### src/rtl/parity_frame_rx_pkg.sv
// Shared types and parameter defaults for the parity framed serial receiver.
package parity_frame_rx_pkg;

  localparam int unsigned DATA_W_DEF = 8;
  localparam int unsigned OVS_DEF    = 16;

  // Receiver FSM states, in frame order, with BREAK for a line held low.
  typedef enum logic [2:0] {
    IDLE,
    START,
    DATA,
    PARITY,
    STOP,
    BREAK
  } rx_state_e;

endpackage

### src/rtl/parity_frame_rx_if.sv
// Serial line input plus received word/status outputs of parity_frame_rx.
interface parity_frame_rx_if
  import parity_frame_rx_pkg::*;
#(
  parameter int unsigned DATA_W = DATA_W_DEF
) ();

  logic              tick;
  logic              rx;
  logic [DATA_W-1:0] data;
  logic              data_valid;
  logic              parity_err;
  logic              frame_err;
  logic              busy;

  // Line/strobe driver side.
  modport master (
    output tick, rx,
    input  data, data_valid, parity_err, frame_err, busy
  );

  // Receiver side.
  modport slave (
    input  tick, rx,
    output data, data_valid, parity_err, frame_err, busy
  );

endinterface

### src/rtl/parity_frame_rx_sync_2ff.sv
// Two-flop synchronizer for a single asynchronous bit.
module sync_2ff #(
  parameter logic RST_VAL = 1'b1
) (
  input  logic clk,
  input  logic rst,
  input  logic d,
  output logic q
);

  logic meta;

  // Two back-to-back flops; reset loads the idle level into both.
  always_ff @(posedge clk or posedge rst) begin
    if (rst) begin
      meta <= RST_VAL;
      q    <= RST_VAL;
    end else begin
      meta <= d;
      q    <= meta;
    end
  end

endmodule

### src/rtl/parity_frame_rx.sv
// Oversampled serial receiver: start, DATA_W bits LSB first, parity, stop.
// Reports the word with parity and stop-bit status on a one-clk data_valid.
module parity_frame_rx
  import parity_frame_rx_pkg::*;
#(
  parameter int unsigned DATA_W     = DATA_W_DEF,
  parameter int unsigned OVS        = OVS_DEF,
  parameter int unsigned PARITY_ODD = 0
) (
  input logic                clk,
  input logic                rst,
  parity_frame_rx_if.slave   bus
);

  localparam int unsigned CNT_W = ($clog2(OVS) > 0) ? $clog2(OVS) : 1;
  localparam int unsigned BIT_W = ($clog2(DATA_W) > 0) ? $clog2(DATA_W) : 1;

  localparam logic [CNT_W-1:0] HALF_LAST = CNT_W'(OVS / 2 - 1);
  localparam logic [CNT_W-1:0] FULL_LAST = CNT_W'(OVS - 1);
  localparam logic [BIT_W-1:0] BIT_LAST  = BIT_W'(DATA_W - 1);
  localparam logic             PAR_INIT  = (PARITY_ODD != 0);

  logic rx_s;

  rx_state_e         state_q, state_d;
  logic [CNT_W-1:0]  cnt_q, cnt_d;
  logic [BIT_W-1:0]  bit_q, bit_d;
  logic [DATA_W-1:0] shift_q, shift_d;
  logic              par_q, par_d;
  logic [DATA_W-1:0] data_q, data_d;
  logic              dv_q, dv_d;
  logic              perr_q, perr_d;
  logic              ferr_q, ferr_d;

  sync_2ff #(
    .RST_VAL (1'b1)
  ) u_sync (
    .clk (clk),
    .rst (rst),
    .d   (bus.rx),
    .q   (rx_s)
  );

  // State register.
  always_ff @(posedge clk or posedge rst) begin
    if (rst) begin
      state_q <= IDLE;
    end else begin
      state_q <= state_d;
    end
  end

  // Datapath and output registers.
  always_ff @(posedge clk or posedge rst) begin
    if (rst) begin
      cnt_q   <= '0;
      bit_q   <= '0;
      shift_q <= '0;
      par_q   <= 1'b0;
      data_q  <= '0;
      dv_q    <= 1'b0;
      perr_q  <= 1'b0;
      ferr_q  <= 1'b0;
    end else begin
      cnt_q   <= cnt_d;
      bit_q   <= bit_d;
      shift_q <= shift_d;
      par_q   <= par_d;
      data_q  <= data_d;
      dv_q    <= dv_d;
      perr_q  <= perr_d;
      ferr_q  <= ferr_d;
    end
  end

  // Next-state and datapath updates; counters only move on tick.
  always_comb begin
    state_d = state_q;
    cnt_d   = cnt_q;
    bit_d   = bit_q;
    shift_d = shift_q;
    par_d   = par_q;
    data_d  = data_q;
    dv_d    = 1'b0;
    perr_d  = perr_q;
    ferr_d  = ferr_q;

    unique case (state_q)
      IDLE: begin
        if (bus.tick && !rx_s) begin
          state_d = START;
          cnt_d   = '0;
        end
      end

      START: begin
        if (bus.tick) begin
          if (cnt_q == HALF_LAST) begin
            cnt_d = '0;
            if (!rx_s) begin
              state_d = DATA;
              bit_d   = '0;
              par_d   = PAR_INIT;
            end else begin
              state_d = IDLE;
            end
          end else begin
            cnt_d = cnt_q + CNT_W'(1);
          end
        end
      end

      DATA: begin
        if (bus.tick) begin
          if (cnt_q == FULL_LAST) begin
            cnt_d   = '0;
            shift_d = {rx_s, shift_q[DATA_W-1:1]};
            par_d   = par_q ^ rx_s;
            if (bit_q == BIT_LAST) begin
              state_d = PARITY;
            end else begin
              bit_d = bit_q + BIT_W'(1);
            end
          end else begin
            cnt_d = cnt_q + CNT_W'(1);
          end
        end
      end

      PARITY: begin
        if (bus.tick) begin
          if (cnt_q == FULL_LAST) begin
            cnt_d   = '0;
            par_d   = par_q ^ rx_s;
            state_d = STOP;
          end else begin
            cnt_d = cnt_q + CNT_W'(1);
          end
        end
      end

      STOP: begin
        if (bus.tick) begin
          if (cnt_q == FULL_LAST) begin
            cnt_d   = '0;
            data_d  = shift_q;
            dv_d    = 1'b1;
            perr_d  = par_q;
            ferr_d  = !rx_s;
            state_d = rx_s ? IDLE : BREAK;
          end else begin
            cnt_d = cnt_q + CNT_W'(1);
          end
        end
      end

      BREAK: begin
        if (rx_s) begin
          state_d = IDLE;
        end
      end

      default: state_d = IDLE;
    endcase
  end

  assign bus.data       = data_q;
  assign bus.data_valid = dv_q;
  assign bus.parity_err = perr_q;
  assign bus.frame_err  = ferr_q;
  assign bus.busy       = (state_q != IDLE);

endmodule
### src/flat_wrapper.sv
// flat-port wrapper written by rule: the top's interface ports become plain ports
module parity_frame_rx_flat import parity_frame_rx_pkg::*;
#(
  parameter int unsigned DATA_W     = DATA_W_DEF,
  parameter int unsigned OVS        = OVS_DEF,
  parameter int unsigned PARITY_ODD = 0
)
  (clk, rst, bus_tick, bus_rx, bus_data, bus_data_valid, bus_parity_err, bus_frame_err, bus_busy);
  parity_frame_rx_if #(.DATA_W(DATA_W)) bus_i ();
  input logic clk;
  input logic rst;
  input wire logic [$bits(bus_i.tick)-1:0] bus_tick;
  input wire logic [$bits(bus_i.rx)-1:0] bus_rx;
  output wire logic [$bits(bus_i.data)-1:0] bus_data;
  output wire logic [$bits(bus_i.data_valid)-1:0] bus_data_valid;
  output wire logic [$bits(bus_i.parity_err)-1:0] bus_parity_err;
  output wire logic [$bits(bus_i.frame_err)-1:0] bus_frame_err;
  output wire logic [$bits(bus_i.busy)-1:0] bus_busy;
  assign bus_i.tick = bus_tick;
  assign bus_i.rx = bus_rx;
  assign bus_data = bus_i.data;
  assign bus_data_valid = bus_i.data_valid;
  assign bus_parity_err = bus_i.parity_err;
  assign bus_frame_err = bus_i.frame_err;
  assign bus_busy = bus_i.busy;
  parity_frame_rx #(.DATA_W(DATA_W), .OVS(OVS), .PARITY_ODD(PARITY_ODD)) u_core (.clk(clk), .rst(rst), .bus(bus_i));
endmodule
### config.mk
export PLATFORM = sky130hd
export DESIGN_NAME = parity_frame_rx_flat
export DESIGN_NICKNAME = d
export VERILOG_FILES = /design/src/rtl/parity_frame_rx_pkg.sv /design/src/rtl/parity_frame_rx_if.sv /design/src/rtl/parity_frame_rx_sync_2ff.sv /design/src/rtl/parity_frame_rx.sv /design/src/flat_wrapper.sv
export SDC_FILE = /design/constraint.sdc
export NUM_CORES = 1
export LEC_CHECK = 0
export CORE_MARGIN = 2
export CORE_UTILIZATION = 45
export CTS_BUF_LIST = sky130_fd_sc_hd__clkbuf_8 sky130_fd_sc_hd__clkbuf_16
export CTS_CLUSTER_SIZE = 12
export DETAILED_ROUTE_END_ITERATION = 8
export PLACE_DENSITY = 0.76
export SLEW_MARGIN = 25
export SYNTH_ARGS = -nofsm -noshare
export SYNTH_HDL_FRONTEND = slang
export SYNTH_SLANG_ARGS = --single-unit
### constraint.sdc
create_clock -name clk -period 2 [get_ports clk]
set_input_delay 0.4 -clock clk [delete_from_list [all_inputs] [get_ports clk]]
set_output_delay 0.4 -clock clk [all_outputs]
set_load 0.02 [all_outputs]
==> impl_metrics.json <==
{
  "period_minus_slack_ps": 1829,
  "drt_iter0_drc": 47,
  "power.density_mw_per_mm2": 1011,
  "synthCells": 129,
  "wl_per_cell_um": 14.71,
  "layoutNonFillerInstCount": 202,
  "fin_ws_ps": 171.2,
  "min_from": "u_core.u_sync.meta$_DFF_PP1_",
  "ctsHoldBuffers": 0,
  "grt_usage": 0.1733,
  "drtAntennaViolNets": 0,
  "cts.reportedPaths.clkPinSlew_ps": 60,
  "rows": 21,
  "firstDrtPassIters": 4,
  "synth_fp_nets": 136,
  "p_leak_nw": 0.9040,
  "synth_compound_area_frac": 0.1274,
  "synth_top_family_by_area": "multiplexers",
  "hpwl_mm": 2.177,
  "max_slew_margin": 0.7397,
  "synth_seq_area_share": 0.5275,
  "grt_busiest_layer": "met2",
  "synth-adder-area-share": 0.02465,
  "routed_wl_mm": 2.972,
  "drc": 0,
  "async_flop_share": 1.000,
  "synth_ff_type": "dfrtp_1",
  "grt_first_pass_wirelength_mm": 5.250,
  "grt_pass1_vias": 1140,
  "yosys.area_share.simple": 0.1241,
  "clockPowerShare": 0.305,
  "swShare": 0.3232,
  "cts-resized-gates": 1,
  "utilization": 0.5737,
  "peakVddDrop_mv": 0.4667,
  "grt_use_met2": 0.2840,
  "synth_cell_types": 39,
  "synth.avg_cell_area_um2": 11.80,
  "grt_max_degree": 33,
  "finClkSkew_ps": 5.616,
  "min_period_over_period": 0.9144,
  "r2r_slack_ps": 270,
  "synth_most_common_cell": "dfrtp_1",
  "crit_type": "flop to output pin",
  "reg2regPathDepth": 5,
  "die_h_um": 62.17,
  "vias": 1104,
  "synth_top_cell_by_area": "dfrtp_1",
  "use_met3": 0.04167,
  "endpoint_kind": "output pin",
  "yosys_warnings": 0,
  "antenna-diode-count": 0,
  "dp_cells": 194,
  "setup_tns_ps": 0,
  "net-switching-power_uw": 615.9,
  "power_mw": 1.906,
  "viasPerCell": 5.465,
  "cts_root_buf": "clkbuf_8",
  "drv_slew": 0,
  "htreeDepth": 2,
  "synth-edff-count": 0,
  "hold-path-endpoint": "u_core.u_sync.q$_DFF_PP1_",
  "antenna_found_initial": 0,
  "synth_mux_area_frac": 0.1471,
  "syn_to_final_growth_pct": 23.75,
  "synth_top_area_share": 0.4930,
  "tightest_slew_ps": 390.4,
  "clk_latency_ps": 280,
  "hold_viol": 0,
  "reg2reg_to": "u_core.shift_q[0]$_DFFE_PP0P_",
  "cp-start-kind": "flop",
  "gp_congestion": 0.8115,
  "p_int_mw": 1.290,
  "p_comb_frac": 0.298,
  "cts_buffer_depth": 2,
  "grt-ovfl-total": 0,
  "drive_above_1_share": 0.2628,
  "critPathMaxFanout": 4,
  "fp.dieW_um": 62.17,
  "synth-xor-area-share": 0.005752,
  "ys_ff_latch": 32,
  "hold_ws_ps": 364.6,
  "rsz0062_at_grt": "no",
  "synth.area.top_cells": "dfrtp_1 49%, mux2_2 13%, dfstp_2 3.5%, o21ai_0 3.3%, ha_1 2.5%",
  "dpl_cell_area_mm2": 0.001778,
  "core_area_mm2": 0.003284,
  "cts_tree": "yes",
  "start_util": 0.4636,
  "crit_required_ps": 1600,
  "arrival_ps": 1430,
  "hold_path.class": "flop to flop",
  "io_pins": 16,
  "design_area_mm2": 0.001884,
  "p_seq_frac": 0.398,
  "port_buffers": 15,
  "status": "complete, no violations",
  "cts_buffers": 5,
  "clock_sinks": 32,
  "clock.fmax_mhz": 546.8,
  "dp_worst_setup_slack_ps": 8.552,
  "maxCapViolCount": 0,
  "syn_area_mm2": 0.001523,
  "postCtsSetupBuffers": 0,
  "final_nets": 162,
  "rr_startpoint": "u_core.cnt_q[0]$_DFFE_PP0P_",
  "setup_viol": 0,
  "die_area_mm2": 0.003865,
  "synthTopCellsByCount": "30 x dfrtp_1, 17 x mux2_2, 10 x o21ai_0, 8 x nand2_1, 5 x inv_1",
  "use_met1": 0.2126,
  "min_path_cells": 0
}
==> how the worst max path moves through the flow <==
stage | from | to | slack [ps] | depth (start not counted)
2_1_floorplan | u_core.cnt_q[0]$_DFFE_PP0P_ | u_core.shift_q[0]$_DFFE_PP0P_ | 360 | 4
3_3_place_gp | bus_tick | u_core.shift_q[5]$_DFFE_PP0P_ | 60 | 5
3_5_place_dp | bus_tick | u_core.shift_q[0]$_DFFE_PP0P_ | 9 | 5
4_1_cts | u_core.state_q[2]$_DFFE_PP0P_ | bus_busy | 160 | 2
5_1_grt | u_core.state_q[2]$_DFFE_PP0P_ | bus_busy | 100 | 2
6_report | u_core.state_q[2]$_DFFE_PP0P_ | bus_busy | 170 | 2
==> worst max-delay path: stages, from the launching register on <==
cell	delay, ps
dfrtp_1	370
or3_1	440
dlygate4sd2_1	350
==> metal layers <==
metal  wire [um]  part of all wire  vias up
met5           0                 0        -
met4          82             0.028        0
met3         148             0.050        9
met2        1536              0.52       36
met1        1204              0.41      540
li1            -                 -      519
==> kinds of logic after synthesis <==
logic type      after synthesis
flops                        32
simple gates                 31
compound gates               30
mux                          20
buf+inv                      12
fa+ha+maj                     3
xor+xnor                      1
==> power groups by stage <==
stage | logic (mW) | registers [mW] | clock network [mW]
2_1_floorplan | 0.403 | 0.771 | 0
3_3_place_gp | 0.523 | 0.763 | 0
3_5_place_dp | 0.568 | 0.769 | 0
4_1_cts | 0.559 | 0.757 | 0.598
5_1_grt | 0.623 | 0.770 | 0.631
6_report | 0.567 | 0.758 | 0.581
==> registers in the layout, indices dropped and copies added, names as in the netlist <==
signal and count:
u_core.bus.frame_err 1, u_core.cnt_q 4, u_core.u_sync.q 1, u_core.par_q 1
u_core.shift_q 8, u_core.state_q 3, u_core.u_sync.meta 1, u_core.bus.data 8
u_core.bus.parity_err 1, u_core.bit_q 3, u_core.bus.data_valid 1
==> layout make-up <==
type,count,area (um^2)
Multi-Input combinational cell,85,653.1
Tap cell,46,57.56
Clock buffer,5,68.82
Timing Repair Buffer,26,244.0
Clock inverter,3,38.79
Sequential cell,32,803.3
Inverter,5,18.77
Fill cell,276,1400
==> placed cells by master, fill, tap and decap left out, drive strengths merged, types with 5 or more instances in the layout <==
| cell type | Yosys | layout |
|---|---|---|
| dfrtp | 30 | 30 |
| mux2 | 19 | 19 |
| clkdlybuf4s50 | 0 | 14 |
| buf | 5 | 11 |
| o21ai | 10 | 10 |
| nand2 | 8 | 8 |
| inv | 5 | 6 |
| clkbuf | 2 | 5 |
(Power assumes the default switching activity.)
